**src/rtl/ccr_branch_unit.sv**
```systemverilog
// ---------------------------------------------------------------------------
// ccr_branch_unit
//
// Purpose:
//   This is the sequential stage that follows the combinational
//   condition-code logic.
//   - It holds the architectural CCR. Every accepted instruction commits
//     ccr_next, and ccr_q is fed back to the flag logic.
//   - On a taken branch it latches the branch target and raises a
//     valid/ready redirect request to fetch.
//   - Once fetch accepts the redirect, it holds flush high for exactly
//     FLUSH_CYCLES cycles, then returns to IDLE.
//
// Parameters:
//   XLEN         - datapath width of pc_in, br_offset and redirect_pc.
//   CCR_USED     - number of live CCR bits. Bits above these are always
//                  stored as 0.
//   FLUSH_CYCLES - number of cycles flush stays high after the redirect is
//                  accepted. Legal range is 1..15.
//
// Optional feature (compile-time macro CCR_BRANCH_STATS_EN):
//   defined   - br_count is a saturating 16-bit count of taken branches.
//   undefined - br_count is tied to 0 and no counter flops are built.
//
// Ports:
//   clk            in   rising-edge clock
//   rst_n          in   asynchronous active-low reset
//   valid_in       in   execute-stage instruction valid
//   stall          in   pipeline stall; blocks acceptance
//   ccr_next       in   next CCR value from the flag logic
//   br_taken       in   branch-taken decision from the flag logic
//   pc_in          in   PC of the execute-stage instruction
//   br_offset      in   signed branch offset in bytes
//   ccr_q          out  registered CCR
//   redirect_valid out  redirect request to fetch
//   redirect_pc    out  branch target, word aligned; stable while valid
//   redirect_ready in   fetch accepts the redirect
//   flush          out  squash younger pipeline stages
//   busy           out  unit not idle; upstream must hold its instruction
//   br_count       out  taken-branch counter (0 unless stats are enabled)
// ---------------------------------------------------------------------------
module ccr_branch_unit #(
    parameter int XLEN         = 32,
    parameter int CCR_USED     = 9,
    parameter int FLUSH_CYCLES = 2
) (
    input  logic            clk,
    input  logic            rst_n,
    input  logic            valid_in,
    input  logic            stall,
    input  logic [31:0]     ccr_next,
    input  logic            br_taken,
    input  logic [XLEN-1:0] pc_in,
    input  logic [XLEN-1:0] br_offset,
    output logic [31:0]     ccr_q,
    output logic            redirect_valid,
    output logic [XLEN-1:0] redirect_pc,
    input  logic            redirect_ready,
    output logic            flush,
    output logic            busy,
    output logic [15:0]     br_count
);

    localparam int          CNT_W    = 4;
    localparam logic [31:0] CCR_MASK = (CCR_USED >= 32) ? 32'hFFFF_FFFF
                                     : ((32'd1 << CCR_USED) - 32'd1);

    typedef enum logic [1:0] {
        S_IDLE     = 2'd0,
        S_REDIRECT = 2'd1,
        S_FLUSH    = 2'd2
    } state_t;

    state_t            state_q, state_d;
    logic [31:0]       ccr_d;
    logic [XLEN-1:0]   redirect_pc_q, redirect_pc_d;
    logic              redirect_valid_q, redirect_valid_d;
    logic              flush_q, flush_d;
    logic [CNT_W-1:0]  cnt_q, cnt_d;
    logic [31:0]       ccr_reg_q;

    logic              acc;
    logic [XLEN-1:0]   target_sum;
    logic [XLEN-1:0]   target_aligned;

    // Instructions are only taken while idle. A pending redirect or flush
    // makes the unit deaf to valid_in and br_taken.
    assign acc = valid_in & ~stall & (state_q == S_IDLE);

    // The sum wraps silently modulo 2^XLEN. Targets are word aligned, so
    // the two low bits are dropped.
    assign target_sum     = pc_in + br_offset;
    assign target_aligned = {target_sum[XLEN-1:2], 2'b00};

    always_comb begin
        state_d          = state_q;
        ccr_d            = ccr_reg_q;
        redirect_pc_d    = redirect_pc_q;
        redirect_valid_d = redirect_valid_q;
        flush_d          = flush_q;
        cnt_d            = cnt_q;

        case (state_q)
            S_IDLE: begin
                if (acc) begin
                    ccr_d = ccr_next & CCR_MASK;
                    if (br_taken) begin
                        redirect_pc_d    = target_aligned;
                        redirect_valid_d = 1'b1;
                        state_d          = S_REDIRECT;
                    end
                end
            end
            S_REDIRECT: begin
                if (redirect_valid_q && redirect_ready) begin
                    redirect_valid_d = 1'b0;
                    flush_d          = 1'b1;
                    cnt_d            = CNT_W'(FLUSH_CYCLES - 1);
                    state_d          = S_FLUSH;
                end
            end
            S_FLUSH: begin
                // The counter starts at FLUSH_CYCLES-1 and the exit happens
                // on the cycle it reads zero. This gives exactly
                // FLUSH_CYCLES cycles of flush.
                if (cnt_q == '0) begin
                    flush_d = 1'b0;
                    state_d = S_IDLE;
                end else begin
                    cnt_d = cnt_q - 1'b1;
                end
            end
            default: begin
                state_d          = S_IDLE;
                redirect_valid_d = 1'b0;
                flush_d          = 1'b0;
                cnt_d            = '0;
            end
        endcase
    end

    always_ff @(posedge clk or negedge rst_n) begin
        if (!rst_n) begin
            state_q          <= S_IDLE;
            ccr_reg_q        <= '0;
            redirect_pc_q    <= '0;
            redirect_valid_q <= 1'b0;
            flush_q          <= 1'b0;
            cnt_q            <= '0;
        end else begin
            state_q          <= state_d;
            ccr_reg_q        <= ccr_d;
            redirect_pc_q    <= redirect_pc_d;
            redirect_valid_q <= redirect_valid_d;
            flush_q          <= flush_d;
            cnt_q            <= cnt_d;
        end
    end

    assign ccr_q          = ccr_reg_q;
    assign redirect_pc    = redirect_pc_q;
    assign redirect_valid = redirect_valid_q;
    assign flush          = flush_q;
    assign busy           = (state_q != S_IDLE);

`ifdef CCR_BRANCH_STATS_EN
    logic [15:0] br_count_q;

    // The counter saturates at all-ones instead of wrapping, so a full
    // counter still reads as "at least 65535".
    always_ff @(posedge clk or negedge rst_n) begin
        if (!rst_n) begin
            br_count_q <= '0;
        end else if (acc && br_taken && (br_count_q != 16'hFFFF)) begin
            br_count_q <= br_count_q + 16'd1;
        end
    end

    assign br_count = br_count_q;
`else
    assign br_count = 16'h0000;
`endif

endmodule

```
**config.mk**
```make
export PLATFORM = sky130hd
export DESIGN_NAME = ccr_branch_unit
export DESIGN_NICKNAME = d
export VERILOG_FILES = /design/src/rtl/ccr_branch_unit.sv
export SDC_FILE = /design/constraint.sdc
export NUM_CORES = 1
export LEC_CHECK = 0
export BUFFER_PORTS_ARGS = -buffer_cell sky130_fd_sc_hd__buf_2
export CAP_MARGIN = 20
export CORE_MARGIN = 1
export CORE_UTILIZATION = 45
export DETAILED_ROUTE_END_ITERATION = 10
export GPL_TIMING_DRIVEN = 0
export PLACE_DENSITY = 0.91
export RECOVER_POWER = 100
export SYNTH_ARGS = -nofsm -noshare
export SYNTH_HDL_FRONTEND = slang
export SYNTH_SLANG_ARGS = --single-unit
```
**constraint.sdc**
```tcl
create_clock -name clk -period 3.05 [get_ports clk]
set_input_delay 0.1525 -clock clk [delete_from_list [all_inputs] [get_ports clk]]
set_output_delay 0.1525 -clock clk [all_outputs]
set_load 0.03 [all_outputs]
```
==> metrics <==
Arr. time, crit path=about 2.9 ns; Hold Vio Cnt, Final=0; skew final=0.00622 ns; Final Instance Area=4540 um^2; Layout area overhead=26.2%; Mapped Area=3590 um^2; Final Setup Violations=0; hold buffers post-CTS=0; dominant synthesized flop cell=dfrtp_1; CP top delay family=compound AO/OA/AOI/OAI gates; vias in the first global route=3223; violated checks=max-capacitance violations, max-slew violations; Critical Path, Cell by Cell=buf_2 -> ha_1 -> a21oi_1 -> a21boi_2 -> a41oi_1 -> o31ai_4 -> o211ai_1 -> a21oi_1 -> o31a_1 -> o31ai_1; Power Density=~740 nW/um^2; Post-DP HPWL=about 7100 um; Clock Latency Late Sink=~0.30 ns; global-route wire length before repair=14000 um; # rows=32; Pleak=2.29 nW; DP Cell Count=676; worst min-delay path class=primary input to register; Die Span X=approximately 90 um; worst path buffer plus inverter count=1; Max FO, Critical Path=5; die area=8350 um^2; I/O pin cnt=185; min Tclk post-route=2.67 ns; die span in y=91.4 um; RSZ-0062 raised after global routing=no; crit-path max cell delay=0.51 ns; Slew Viols, Final=43; TritonCTS clock tree=done; CTS resizes=0; syn_area_per_cell=8.68 um^2; Worst Tran Pin Value=1.84 ns; core area=a little under 8000 um^2; EDFF count, synth=0; slowest cell on the critical path=o211ai_1; H-tree levels=2; Reg area=roughly 1200 um^2; Cells after Synth=414; number of buffers added on ports=120; Ant. Diodes=0; largest net degree at the start of global routing=48; critical path type=primary input to register; Critical Path RT=3.26 ns; Tot GR Track Use=0.205; CP startpoint kind=primary input; fmax=approximately 370 MHz; antenna viol nets, final=0; Seq/Total Area, Yosys=0.327; root buffer cell=clkbuf_8; final period utilization=0.876; total negative slack=0 ns; # DRC=0; total CTS buffers=5; Initial Utilization=0.465; asr flop ratio synth=1.00; Multi-input gate area=2190 um^2; antenna violations before repair=0; DRT iter0 DRCs=105; GRT Residual Overflow=0; final WL=roughly 8600 um; MaxCap Viol Count=1; dpl cell area=around 4500 um^2; synth unique cells=45; WL per Instance=12.6 um; RD Place Congestion=slightly below 0.9; vias per cell=5.03; share of layout cells above drive strength 1=0.240; Clock Tree Buf Depth=2; Synth Warn #=0; most numerous cell on the critical path=a21oi_1; clock transition at the registers of the reported paths=roughly 0.090 ns; nets=between 700 and 800; crit end category=register; post-synthesis register bit count=47; status=finished, violations left; via count=3451; clock sink count=47; Layout Cells excl Fill=686; Slew HR=-0.230; fillers=742; post-layout util=0.587; setup repair bufs after CTS=0; peak supply drop=0.258 mV; drt first pass iters=4
## cell type report
cell class              count  area share
clock buffers               7      0.0212
clock inverters             1     0.00165
inverters                  10     0.00827
flip-flops and latches     47       0.259
plain buffers              49      0.0745
well taps                 102      0.0281
multi-input cells         348       0.482
repair buffers            122       0.125
## where the power goes
group / leakage [nW] / internal, mW / switching [mW]
Combinational: 1.65 / 0.570 / 1.28
Sequential: 0.584 / 0.925 / 0.185
Clock: 0.0505 / 0.206 / 0.206
Total: 2.29 / 1.70 / 1.67
## worst reg2reg max path: cells and delay by family, from the launching register on
family          cells  cell delay (ns)
compound gates      1             0.11
buf+inv             4             1.03
simple gates        2             0.22
flops               1             0.40
fa+ha+maj           1             0.19
## sequential cells by signal, summed over array words and instances (netlist names)
name / flops
ccr_q: 9
cnt_q: 4
flush: 1
redirect_pc: 30
redirect_valid: 1
state_q: 2
## Yosys cell counts, types with 2 or more instances
| cell type | n | area share |
|---|---|---|
| nand2_1 | 54 | 0.056 |
| dfrtp_1 | 47 | 0.33 |
| o21ai_0 | 42 | 0.058 |
| buf_4 | 41 | 0.086 |
| ha_1 | 35 | 0.12 |
| a21oi_1 | 29 | 0.040 |
| nor2_1 | 29 | 0.030 |
| xnor2_1 | 11 | 0.027 |
| a21o_1 | 10 | 0.021 |
| inv_1 | 10 | 0.010 |
| mux2_2 | 10 | 0.031 |
| xor2_1 | 9 | 0.022 |
| nand3_1 | 8 | 0.011 |
| nor2b_1 | 8 | 0.014 |
| clkbuf_1 | 7 | 0.0073 |
| o31ai_1 | 7 | 0.015 |
| a31oi_1 | 6 | 0.010 |
| and2_1 | 5 | 0.0087 |
| nand4_1 | 4 | 0.0070 |
| and3_1 | 3 | 0.0052 |
| nor3_1 | 3 | 0.0042 |
| o21bai_1 | 3 | 0.0063 |
| o311ai_0 | 3 | 0.0073 |
| a211oi_1 | 2 | 0.0042 |
| a21boi_0 | 2 | 0.0042 |
| a221o_1 | 2 | 0.0056 |
| nand2b_1 | 2 | 0.0035 |
| nor4_1 | 2 | 0.0035 |
| o211ai_1 | 2 | 0.0042 |
| o31a_1 | 2 | 0.0049 |
| or3_1 | 2 | 0.0035 |
## worst paths after layout
kind / from / end / slack, ns / cells past startpoint
max: pc_in[2] / redirect_pc[30] / 0.38 / 10
min in group asynchronous: rst_n / state_q[0] / 0.22 / 2
min reg2reg: redirect_pc[4] / redirect_pc[4] / 0.49 / 2
min: ccr_next[3] / ccr_q[3] / 0.08 / 2
max in group asynchronous: rst_n / redirect_pc[17] / 0.70 / 3
max reg2reg: state_q[0] / redirect_pc[29] / 0.97 / 8
## placed cells by master (no fill, tap or decap), types with 2 or more instances in the layout
master    synthesis  final
o21ai_0          42     43
nor2_1           29     29
and3_1            3      3
o31a_1            2      2
a21o_1           10     10
clkbuf_1          7     52
xnor2_1          11     11
nand3_1           8      8
a211oi_1          2      2
mux2_2           10     10
nand4_1           4      4
buf_4            41     41
conb_1            1     41
a21boi_0          2      2
and2_1            5      4
o211ai_1          2      2
nor2b_1           8      8
o31ai_1           7      7
o21bai_1          3      3
a21oi_1          29     29
a31oi_1           6      6
a221o_1           2      2
or3_1             2      2
buf_2             0     76
clkbuf_8          0      7
nand2_1          54     54
dfrtp_1          47     47
xor2_1            9      9
nor4_1            2      2
inv_1            10     10
o311ai_0          3      3
ha_1             35     35
nor3_1            3      3
nand2b_1          2      2
## layer usage
layer | vias to the layer above | track usage | wire [um]
met5 | - | 0 | 0
met3 | 19 | 0.0360 | 501
met2 | 122 | 0.372 | 4250
met1 | 1575 | 0.245 | 3680
met4 | 0 | 0.0622 | 198
li1 | 1735 | - | -
## metrics by stage
stage               power, mW  setup slack [ns]  hold WS [ns]
floorplan                2.48             0.720        -0.143
global placement         2.99             0.179         0.366
detailed placement       3.05             0.248         0.389
CTS                      3.46             0.549        0.0601
global route             3.61             0.168        0.0785
finish                   3.37             0.379        0.0840
## cell families (layout without fill, tap and decap cells)
| group | after synthesis | in the layout | share of synthesized area |
|---|---|---|---|
| mux | 10 | 10 | 0.0313 |
| xor+xnor | 20 | 20 | 0.0487 |
| simple gates | 121 | 121 | 0.151 |
| flops | 47 | 47 | 0.327 |
| other cells | 1 | 41 | 0.00104 |
| fa+ha+maj | 35 | 35 | 0.122 |
| compound gates | 121 | 121 | 0.215 |
| buf+inv | 59 | 189 | 0.104 |
(Power assumes the default switching activity.)
